--- config.mk ---
export PLATFORM = sky130hd
export DESIGN_NAME = div_seq_unit
export DESIGN_NICKNAME = d
export VERILOG_FILES = /design/src/rtl/div_seq_unit_pkg.sv /design/src/rtl/div_seq_unit_step.sv /design/src/rtl/div_seq_unit.sv
export SDC_FILE = /design/constraint.sdc
export NUM_CORES = 1
export LEC_CHECK = 0
export CAP_MARGIN = 15
export CORE_ASPECT_RATIO = 0.7
export CORE_MARGIN = 5
export CORE_UTILIZATION = 55
export DETAILED_ROUTE_END_ITERATION = 8
export HOLD_SLACK_MARGIN = 0.08
export PLACE_DENSITY = 0.78
export SYNTH_ARGS = -nofsm -noshare
export SYNTH_HDL_FRONTEND = slang
export SYNTH_HIERARCHICAL = 1
export SYNTH_SLANG_ARGS = --single-unit
--- constraint.sdc ---
create_clock -name clk -period 16.88 [get_ports clk]
set_input_delay 2.532 -clock clk [delete_from_list [all_inputs] [get_ports clk]]
set_output_delay 2.532 -clock clk [all_outputs]
set_load 0.01 [all_outputs]
--- src/rtl/div_seq_unit_pkg.sv ---
// div_seq_unit_pkg: FSM state encoding and request polarity shared by the divider files
package div_seq_unit_pkg;
   typedef enum logic [1:0] {
      DIV_IDLE = 2'd0,
      DIV_BUSY = 2'd1,
      DIV_ZERO = 2'd2,
      DIV_DONE = 2'd3
   } div_state_e;
   localparam logic DIV_START = 1'b1;
endpackage

--- src/rtl/div_seq_unit_step.sv ---
// div_step: one combinational radix-2 restoring iteration (shift in next dividend bit, trial subtract)
module div_step
   import div_seq_unit_pkg::*;
#(
   parameter int DATA_W = 32
) (
   input  logic [DATA_W-1:0] rem_i,
   input  logic              dvd_bit_i,
   input  logic [DATA_W-1:0] divisor_i,
   output logic [DATA_W-1:0] rem_o,
   output logic              q_bit_o
);
   logic [DATA_W:0] diff;
   // The partial remainder stays below the divisor, so the shifted value fits DATA_W+1 bits
   // and the top bit of the difference is the borrow.
   assign diff    = {rem_i, dvd_bit_i} - {1'b0, divisor_i};
   assign q_bit_o = ~diff[DATA_W];
   assign rem_o   = q_bit_o ? diff[DATA_W-1:0] : {rem_i[DATA_W-2:0], dvd_bit_i};
endmodule

--- src/rtl/div_seq_unit.sv ---
// div_seq_unit: multi-cycle restoring divider for DIV.W/DIVU.W/MOD.W/MODU.W; DIV_EARLY_OUT_EN skips iteration when |dividend| < |divisor|
module div_seq_unit
   import div_seq_unit_pkg::*;
#(
   parameter int DATA_W = 32,
   parameter int CNT_W  = 6
) (
   input  logic              clk,
   input  logic              rst,
   input  logic              start_i,
   input  logic              signed_i,
   input  logic              cancel_i,
   input  logic [DATA_W-1:0] dividend_i,
   input  logic [DATA_W-1:0] divisor_i,
   output logic [DATA_W-1:0] quotient_o,
   output logic [DATA_W-1:0] remainder_o,
   output logic              done_o,
   output logic              stall_o,
   output logic              busy_o
);
   localparam logic [CNT_W-1:0] LAST = CNT_W'(DATA_W - 1);

   div_state_e        state_q;
   logic [CNT_W-1:0]  cnt_q;
   logic [DATA_W-1:0] dvd_q, dvs_q, rem_q, quo_q, remo_q;
   logic              q_neg_q, r_neg_q;
   logic              accept, zero_div, early_out, q_bit;
   logic [DATA_W-1:0] dvd_abs, dvs_abs, step_rem, q_next;

   assign accept   = state_q == DIV_IDLE && start_i == DIV_START && !cancel_i;
   assign zero_div = divisor_i == '0;
   assign dvd_abs  = (signed_i && dividend_i[DATA_W-1]) ? -dividend_i : dividend_i;
   assign dvs_abs  = (signed_i && divisor_i[DATA_W-1]) ? -divisor_i : divisor_i;
`ifdef DIV_EARLY_OUT_EN
   assign early_out = !zero_div && dvd_abs < dvs_abs;
`else
   assign early_out = 1'b0;
`endif

   div_step #(.DATA_W(DATA_W)) u_step (
      .rem_i     (rem_q),
      .dvd_bit_i (dvd_q[DATA_W-1]),
      .divisor_i (dvs_q),
      .rem_o     (step_rem),
      .q_bit_o   (q_bit)
   );

   // The dividend register shifts out its MSB each step and collects quotient bits at the LSB.
   assign q_next = {dvd_q[DATA_W-2:0], q_bit};

   // Sequencing FSM; results are sign-corrected as they are registered on entry to DONE.
   always_ff @(posedge clk or posedge rst)
      if (rst) begin
         state_q <= DIV_IDLE;
         cnt_q   <= '0;
         dvd_q   <= '0;
         dvs_q   <= '0;
         rem_q   <= '0;
         q_neg_q <= 1'b0;
         r_neg_q <= 1'b0;
         quo_q   <= '0;
         remo_q  <= '0;
      end else if (cancel_i) begin
         state_q <= DIV_IDLE;
         cnt_q   <= '0;
      end else
         case (state_q)
            DIV_IDLE:
               if (start_i == DIV_START) begin
                  dvd_q   <= zero_div ? dividend_i : dvd_abs;
                  dvs_q   <= dvs_abs;
                  rem_q   <= '0;
                  cnt_q   <= '0;
                  q_neg_q <= signed_i & (dividend_i[DATA_W-1] ^ divisor_i[DATA_W-1]);
                  r_neg_q <= signed_i & dividend_i[DATA_W-1];
                  state_q <= zero_div ? DIV_ZERO : early_out ? DIV_DONE : DIV_BUSY;
                  if (early_out) begin
                     quo_q  <= '0;
                     remo_q <= dividend_i;
                  end
               end
            DIV_BUSY: begin
               dvd_q <= q_next;
               rem_q <= step_rem;
               cnt_q <= cnt_q + 1'b1;
               if (cnt_q == LAST) begin
                  state_q <= DIV_DONE;
                  quo_q   <= q_neg_q ? -q_next : q_next;
                  remo_q  <= r_neg_q ? -step_rem : step_rem;
               end
            end
            DIV_ZERO: begin
               state_q <= DIV_DONE;
               quo_q   <= '1;
               remo_q  <= dvd_q;
            end
            default: begin
               state_q <= DIV_IDLE;
               cnt_q   <= '0;
            end
         endcase

   assign quotient_o  = quo_q;
   assign remainder_o = remo_q;
   assign done_o      = state_q == DIV_DONE;
   assign busy_o      = state_q != DIV_IDLE;
   assign stall_o     = !rst && (accept || state_q == DIV_BUSY || state_q == DIV_ZERO);
endmodule
==> impl_metrics.csv, run 1 <==
group,metric,value,unit
cts,cts_max_level,4,
power_and_ir_drop,leakagePower,6.44,nW
layout,drive_gt1_share,7.14,%
critical_path,worst-path-max-fanout,65,
synthesis,syn_avg_cell_area,8.12,um2
cts,cts_buffer_depth,2,
cts,postCtsResizedCells,0,
critical_path,arrival,4390,ps
synthesis,synth.distinct_cells,97,
timing,finalCritPeriodShare,41.0,%
power_and_ir_drop,p_per_area,143,nW/um2
outcome,outcome,"finished clean",
layout,finalNetCount,1808,
critical_path,worst-r2r-cell-count,19,
drt,post-route-drc-count,0,
drt,drt_iter0_drc,1491,
synthesis,yosys_warnings,6,
placed_design,place.gp.congestion,0.945,
timing,max_clock_freq,145,MHz
layout,fin_cells,2027,
cts,cts_tree,"built",
critical_path,start_kind,"primary input",
synthesis,syn-cell-area,13300,um2
timing,rsz0062_at_grt,"false",
timing,slew_headroom,28.9,%
critical_path,slowest_stage,"clkdlybuf4s50_1",
timing,setup_viol,0,
timing,min_period,6920,ps
synthesis,synth.net_count,1755,
critical_path,critPathRequiredTime,14350,ps
floorplanning,rows,47,
grt,grt_pass1_wl,65400,um
drt,dr.pass1.iters,6,
grt,grt_overflow,0,
drt,antenna_left,0,
timing,tns,0,ps
layout,layout_commonest_cell,"nand2_1",
floorplanning,die_w,196,um
drt,routedWlPerCell,20.0,um
critical_path,max_stage_delay,510,ps
cts,holdBufCountCts,0,
critical_path,crit_path_end_kind,"primary output",
power_and_ir_drop,vdd_drop_max,0.000106,V
synthesis,synth_flop_cell,"dfrtp_1",
timing,finClkSkew,10.3,ps
synthesis,ys_seq_elements,170,
timing,worst_pin_slew,1070,ps
synthesis,ys_seq_area_share,31.9,%
floorplanning,dieArea,27500,um2
drt,vias,13100,
synthesis,async_reset_ff_share,100,%
grt,track_usage,29.0,%
critical_path,cp_common_cell,"buf_4",
layout,mostFrequentLayoutCells,"nand2_1 (222), dfrtp_1 (170), o21ai_0 (135), clkdlybuf4s50_1 (134), nand3_1 (103)",
placed_design,placed_cells,1995,
synthesis,synthCells,1644,
layout,n_antenna_cell,0,
cts,post-cts-setup-buffers,0,
drt,via_per_inst,6.48,
cts,cts-buffers-inserted,17,
cts,cts-root-buf,"clkbuf_16",
cts,cts_num_sinks,170,
cts,clk_latency,450,ps
critical_path,timing.critical_path.from,"cancel_i",
grt,grt_max_degree,99,
critical_path,critical_path_class,"primary input to primary output",
grt,grt_pass1_vias,12100,
drt,wl,40600,um
cts,clk_pin_slew_worst_paths,70,ps
placed_design,dp_hpwl,29000,um
layout,area_growth,14.4,%
min_path,min_path_type,"flip-flop to flip-flop",
timing,finalHoldViolations,0,
placed_design,io_buffers,135,
floorplanning,start_util,56.2,%
floorplanning,num_io_pins,136,
layout,fin_util,64.3,%
min_path,min_path_cells,2,
critical_path,rr_startpoint,"dvd_q[31]$_DFFE_PP0P_",
critical_path,crit_chain,"buf_2 > buf_4 > nand3b_1 > buf_4 > a21oi_1 > clkdlybuf4s50_1",
timing,drv_slew,0,
min_path,min_from,"dvs_q[23]$_DFFE_PP0P_",
synthesis,synth_edf_count,0,
floorplanning,die_h,140,um
critical_path,rrSetupSlack,10800,ps
run,cap_violations,0,
floorplanning,core_area,23800,um2
grt,grt_antenna_before_repair,1,
critical path, delay by kind of cell:
kind | cells | cell delay (ps)
AND/OR/NAND/NOR | 1 | 180
buffers and inverters | 4 | 1520
AO/OA/AOI/OAI | 1 | 140
area by class of cell:
class,count,area [um2]
multi-input cells,1302,8370
clock inverters,12,118
fillers,2064,8480
inverters,53,211
clock buffers,19,443
repair buffers,153,1480
flip-flops and latches,170,4250
well taps,318,398
where the power goes:
| group | total (W) | internal, W | switching (W) |
|---|---|---|---|
| clock network | 0.000387 | 0.000208 | 0.000179 |
| registers | 0.000745 | 0.000550 | 0.000195 |
| logic | 0.00105 | 0.000448 | 0.000597 |
flip-flops by register name (all words and copies together) (netlist names):
signal / flops
quotient_o: 32
q_neg_q: 1
rem_q: 32
state_q: 2
cnt_q: 6
r_neg_q: 1
dvs_q: 32
remainder_o: 32
dvd_q: 32
synthesized netlist by cell type (18+ instances only):
cell type,instances,area share (%)
nor3_1,48,1.8
nor4_1,36,1.7
ha_1,41,3.8
a31oi_1,27,1.3
xor2_1,48,3.1
and3_1,26,1.2
o21ai_0,135,5.1
mux2_4,19,2.1
inv_1,51,1.4
nor2_1,92,2.6
mux2i_1,39,2.9
o41ai_1,22,1.4
xnor2_1,49,3.2
nand3_1,103,3.9
o31ai_1,23,1.3
or4_1,26,1.5
clkbuf_1,90,2.5
nand2_1,222,6.2
a21oi_1,67,2.5
a21o_1,18,1.0
nand4_1,25,1.2
or3_1,38,1.8
dfrtp_1,170,32
per-layer routing:
layer	vias up	routed length, um	global-route usage, %
met4	2	631	6.72
met1	6281	18100	43.4
li1	6123	-	-
met3	63	4570	8.23
met5	-	19	0
met2	661	17200	41.6
through the flow:
| stage | power (W) | setup slack [ps] | cell area [um2] | hold slack, ps |
|---|---|---|---|---|
| after global routing | 0.00232 | 9790 | 15300 | 510 |
| after CTS | 0.00216 | 9950 | 15300 | 486 |
| after detailed placement | 0.00177 | 9960 | 14700 | 471 |
| after floorplan | 0.00138 | 9740 | 13300 | 449 |
| final | 0.00218 | 9960 | 15300 | 482 |
| after global placement | 0.00174 | 9980 | 14700 | 463 |
worst paths after layout:
check                                         endpoint
setup / recovery                               stall_o
hold / removal                   dvs_q[23]$_DFFE_PP0P_
setup reg to reg           remainder_o[30]$_DFFE_PP0P_
hold reg to reg                  dvs_q[23]$_DFFE_PP0P_
max in group asynchronous         dvs_q[5]$_DFFE_PP0P_
min in group asynchronous       state_q[1]$_DFFE_PP0P_
kinds of logic (layout without fill, tap and decap cells):
group,after synthesis,count (layout),share of synthesized area (%)
muxes,70,70,6.16
adders and majority gates,42,42,3.99
buffers and inverters,172,237,5.83
xor gates and xnor gates,97,97,6.36
and+or+nand+nor,703,703,26.9
DFF,170,170,31.9
AOI/OAI and AO/OA,390,390,18.9
Power figures use the tool's default switching activity.
==> run 2: changes to the inputs <==
Settings changed: CORE_UTILIZATION 55 to 53.
Clock period 16.88 ns to 6 ns, I/O delays scaled along.
==> run 2 against run 1 <==
- sequential power grew to 2.8 times the previous value
- critical path depth rose by 12
- core utilization fell by 2.2 points
- critical path type is now flip-flop to flip-flop
- highest routed layer is now met4
- largest power group unchanged
==> impl_metrics.csv, run 2 (synthesis gave the netlist of run 1 again) <==
group,metric,value,unit
drt,post-route-drc-count,0,
cts,clk_pin_slew_worst_paths,70,ps
timing,drv_slew,0,
drt,routedWlPerCell,20.4,um
critical_path,max_stage_delay,760,ps
critical_path,critPathRequiredTime,6300,ps
floorplanning,die_w,200,um
critical_path,crit_chain,"inv_1 > ha_1 > fa_1 > and2b_1 > o2111ai_2 > a21oi_2 > o2111ai_1 > a211oi_2 > nor2_4 > mux2i_4 > and2_4 > inv_8 > mux2_2 > or4_4 > or4_1 > o31ai_2 > mux2i_1 > o211ai_1",
cts,postCtsResizedCells,0,
layout,area_growth,15.1,%
critical_path,worst-path-max-fanout,26,
cts,cts_max_level,4,
placed_design,dp_hpwl,30500,um
drt,vias,13100,
timing,finClkSkew,11.1,ps
timing,worst_pin_slew,1130,ps
floorplanning,rows,48,
grt,track_usage,28.9,%
critical_path,cp_top_family,"simple AND/OR/NAND/NOR gates",
drt,drt_iter0_drc,1396,
grt,grt_pass1_vias,12100,
layout,fillers,2176,
drt,antenna_left,0,
power_and_ir_drop,p_per_area,404,nW/um2
critical_path,crit_path_end_kind,"flip-flop",
grt,grt_max_degree,102,
timing,rsz0062_at_grt,"false",
critical_path,start_kind,"flip-flop",
floorplanning,core_area,24700,um2
min_path,min_path_type,"flip-flop to flip-flop",
timing,finalCritPeriodShare,93.7,%
layout,mostFrequentLayoutCells,"nand2_1 (222), dfrtp_1 (170), o21ai_0 (135), clkdlybuf4s50_1 (134), nand3_1 (103)",
grt,grt_pass1_wl,66100,um
critical_path,critical_path_class,"flip-flop to flip-flop",
min_path,min_from,"dvs_q[25]$_DFFE_PP0P_",
cts,cts-root-buf,"clkbuf_16",
grt,grt_overflow,0,
outcome,outcome,"finished clean",
cts,cts_tree,"built",
power_and_ir_drop,leakagePower,6.49,nW
cts,clk_latency,440,ps
grt,grt_antenna_before_repair,1,
power_and_ir_drop,vdd_drop_max,0.000396,V
floorplanning,num_io_pins,136,
layout,layout_commonest_cell,"nand2_1",
timing,setup_viol,0,
timing,max_clock_freq,178,MHz
critical_path,slowest_stage,"or4_1",
floorplanning,die_h,143,um
floorplanning,dieArea,28500,um2
drt,dr.pass1.iters,6,
timing,slew_headroom,24.6,%
layout,finalNetCount,1815,
layout,drive_gt1_share,7.58,%
placed_design,place.gp.congestion,0.953,
drt,wl,41700,um
cts,cts_num_sinks,170,
floorplanning,start_util,53.9,%
cts,cts_buffer_depth,2,
cts,post-cts-setup-buffers,0,
critical_path,cp.buffers_inverters,2,
cts,cts-buffers-inserted,17,
critical_path,rr_startpoint,"dvd_q[31]$_DFFE_PP0P_",
power_and_ir_drop,total_power,0.00620,W
run,cap_violations,0,
timing,fin_ws,376,ps
cts,holdBufCountCts,0,
critical_path,timing.critical_path.from,"dvd_q[31]$_DFFE_PP0P_",
timing,tns,0,ps
drt,via_per_inst,6.43,
placed_design,io_buffers,135,
timing,finalHoldViolations,0,
placed_design,post-place-ws,537,ps
timing,min_period,5620,ps
critical_path,arrival,5920,ps
-- run 2: changes by cell type in the layout (fill, tap and decap cells not counted) --
| cell | change |
|---|---|
| inv_8 | -1 |
| buf_4 | +8 |
| clkbuf_4 | -1 |
| clkinvlp_4 | -1 |
| clkbuf_1 | -1 |
| clkinv_4 | +1 |
| bufinv_16 | +1 |
| diode_2 | +1 |
| clkinv_2 | +1 |
-- run 2: per-layer routing --
layer | part of all wire [%] | GRT usage [%] | wire length (um)
met1 | 45 | 42.9 | 18600
met2 | 43 | 42.2 | 17800
met3 | 11 | 7.69 | 4590
met4 | 1.7 | 6.43 | 703
met5 | 0 | 2.69 | 0
-- run 2: layout make-up --
| type | count | area (um2) | share of cell area, % |
|---|---|---|---|
| inverters | 53 | 211 | 1.38 |
| diodes | 1 | 2.50 | 0.0163 |
| well taps | 325 | 407 | 2.65 |
| multi-input cells | 1302 | 8370 | 54.5 |
| flip-flops and latches | 170 | 4250 | 27.7 |
| clock buffers | 18 | 439 | 2.86 |
| repair buffers | 160 | 1530 | 9.99 |
| clock inverters | 13 | 143 | 0.929 |
-- run 2: metrics by stage --
stage,util [%],hold slack [ps],std cells,instance area [um2]
2_1_floorplan,-,449,1644,13300
3_3_place_gp,59.7,464,2009,14800
3_5_place_dp,59.7,471,2009,14800
4_1_cts,62.0,485,2040,15300
5_1_grt,62.1,504,2041,15400
6_report,62.1,480,2042,15400
-- run 2: worst paths after layout --
kind,end,slack (ps),cells after the start
max in group asynchronous,dvd_q[4]$_DFFE_PP0P_,3830,3
min,dvs_q[25]$_DFFE_PP0P_,480,2
max,remainder_o[28]$_DFFE_PP0P_,380,18
max reg2reg,remainder_o[28]$_DFFE_PP0P_,380,18
min reg2reg,dvs_q[25]$_DFFE_PP0P_,480,2
min in group asynchronous,state_q[1]$_DFFE_PP0P_,1050,2
-- run 2: worst reg2reg max path, stage by stage, from the launching register on --
cell,delay [ps]
dfrtp_1,410
inv_1,60
ha_1,210
fa_1,410
and2b_1,250
o2111ai_2,130
a21oi_2,220
o2111ai_1,250
a211oi_2,340
nor2_4,100
mux2i_4,200
and2_4,230
inv_8,210
mux2_2,440
or4_4,580
or4_1,760
o31ai_2,340
mux2i_1,230
o211ai_1,110
-- run 2: where the power goes --
group          internal (W)  switching [W]  leakage (nW)
Combinational       0.00128        0.00174          4.07
Sequential          0.00155       0.000511          2.14
Clock              0.000625       0.000498         0.283
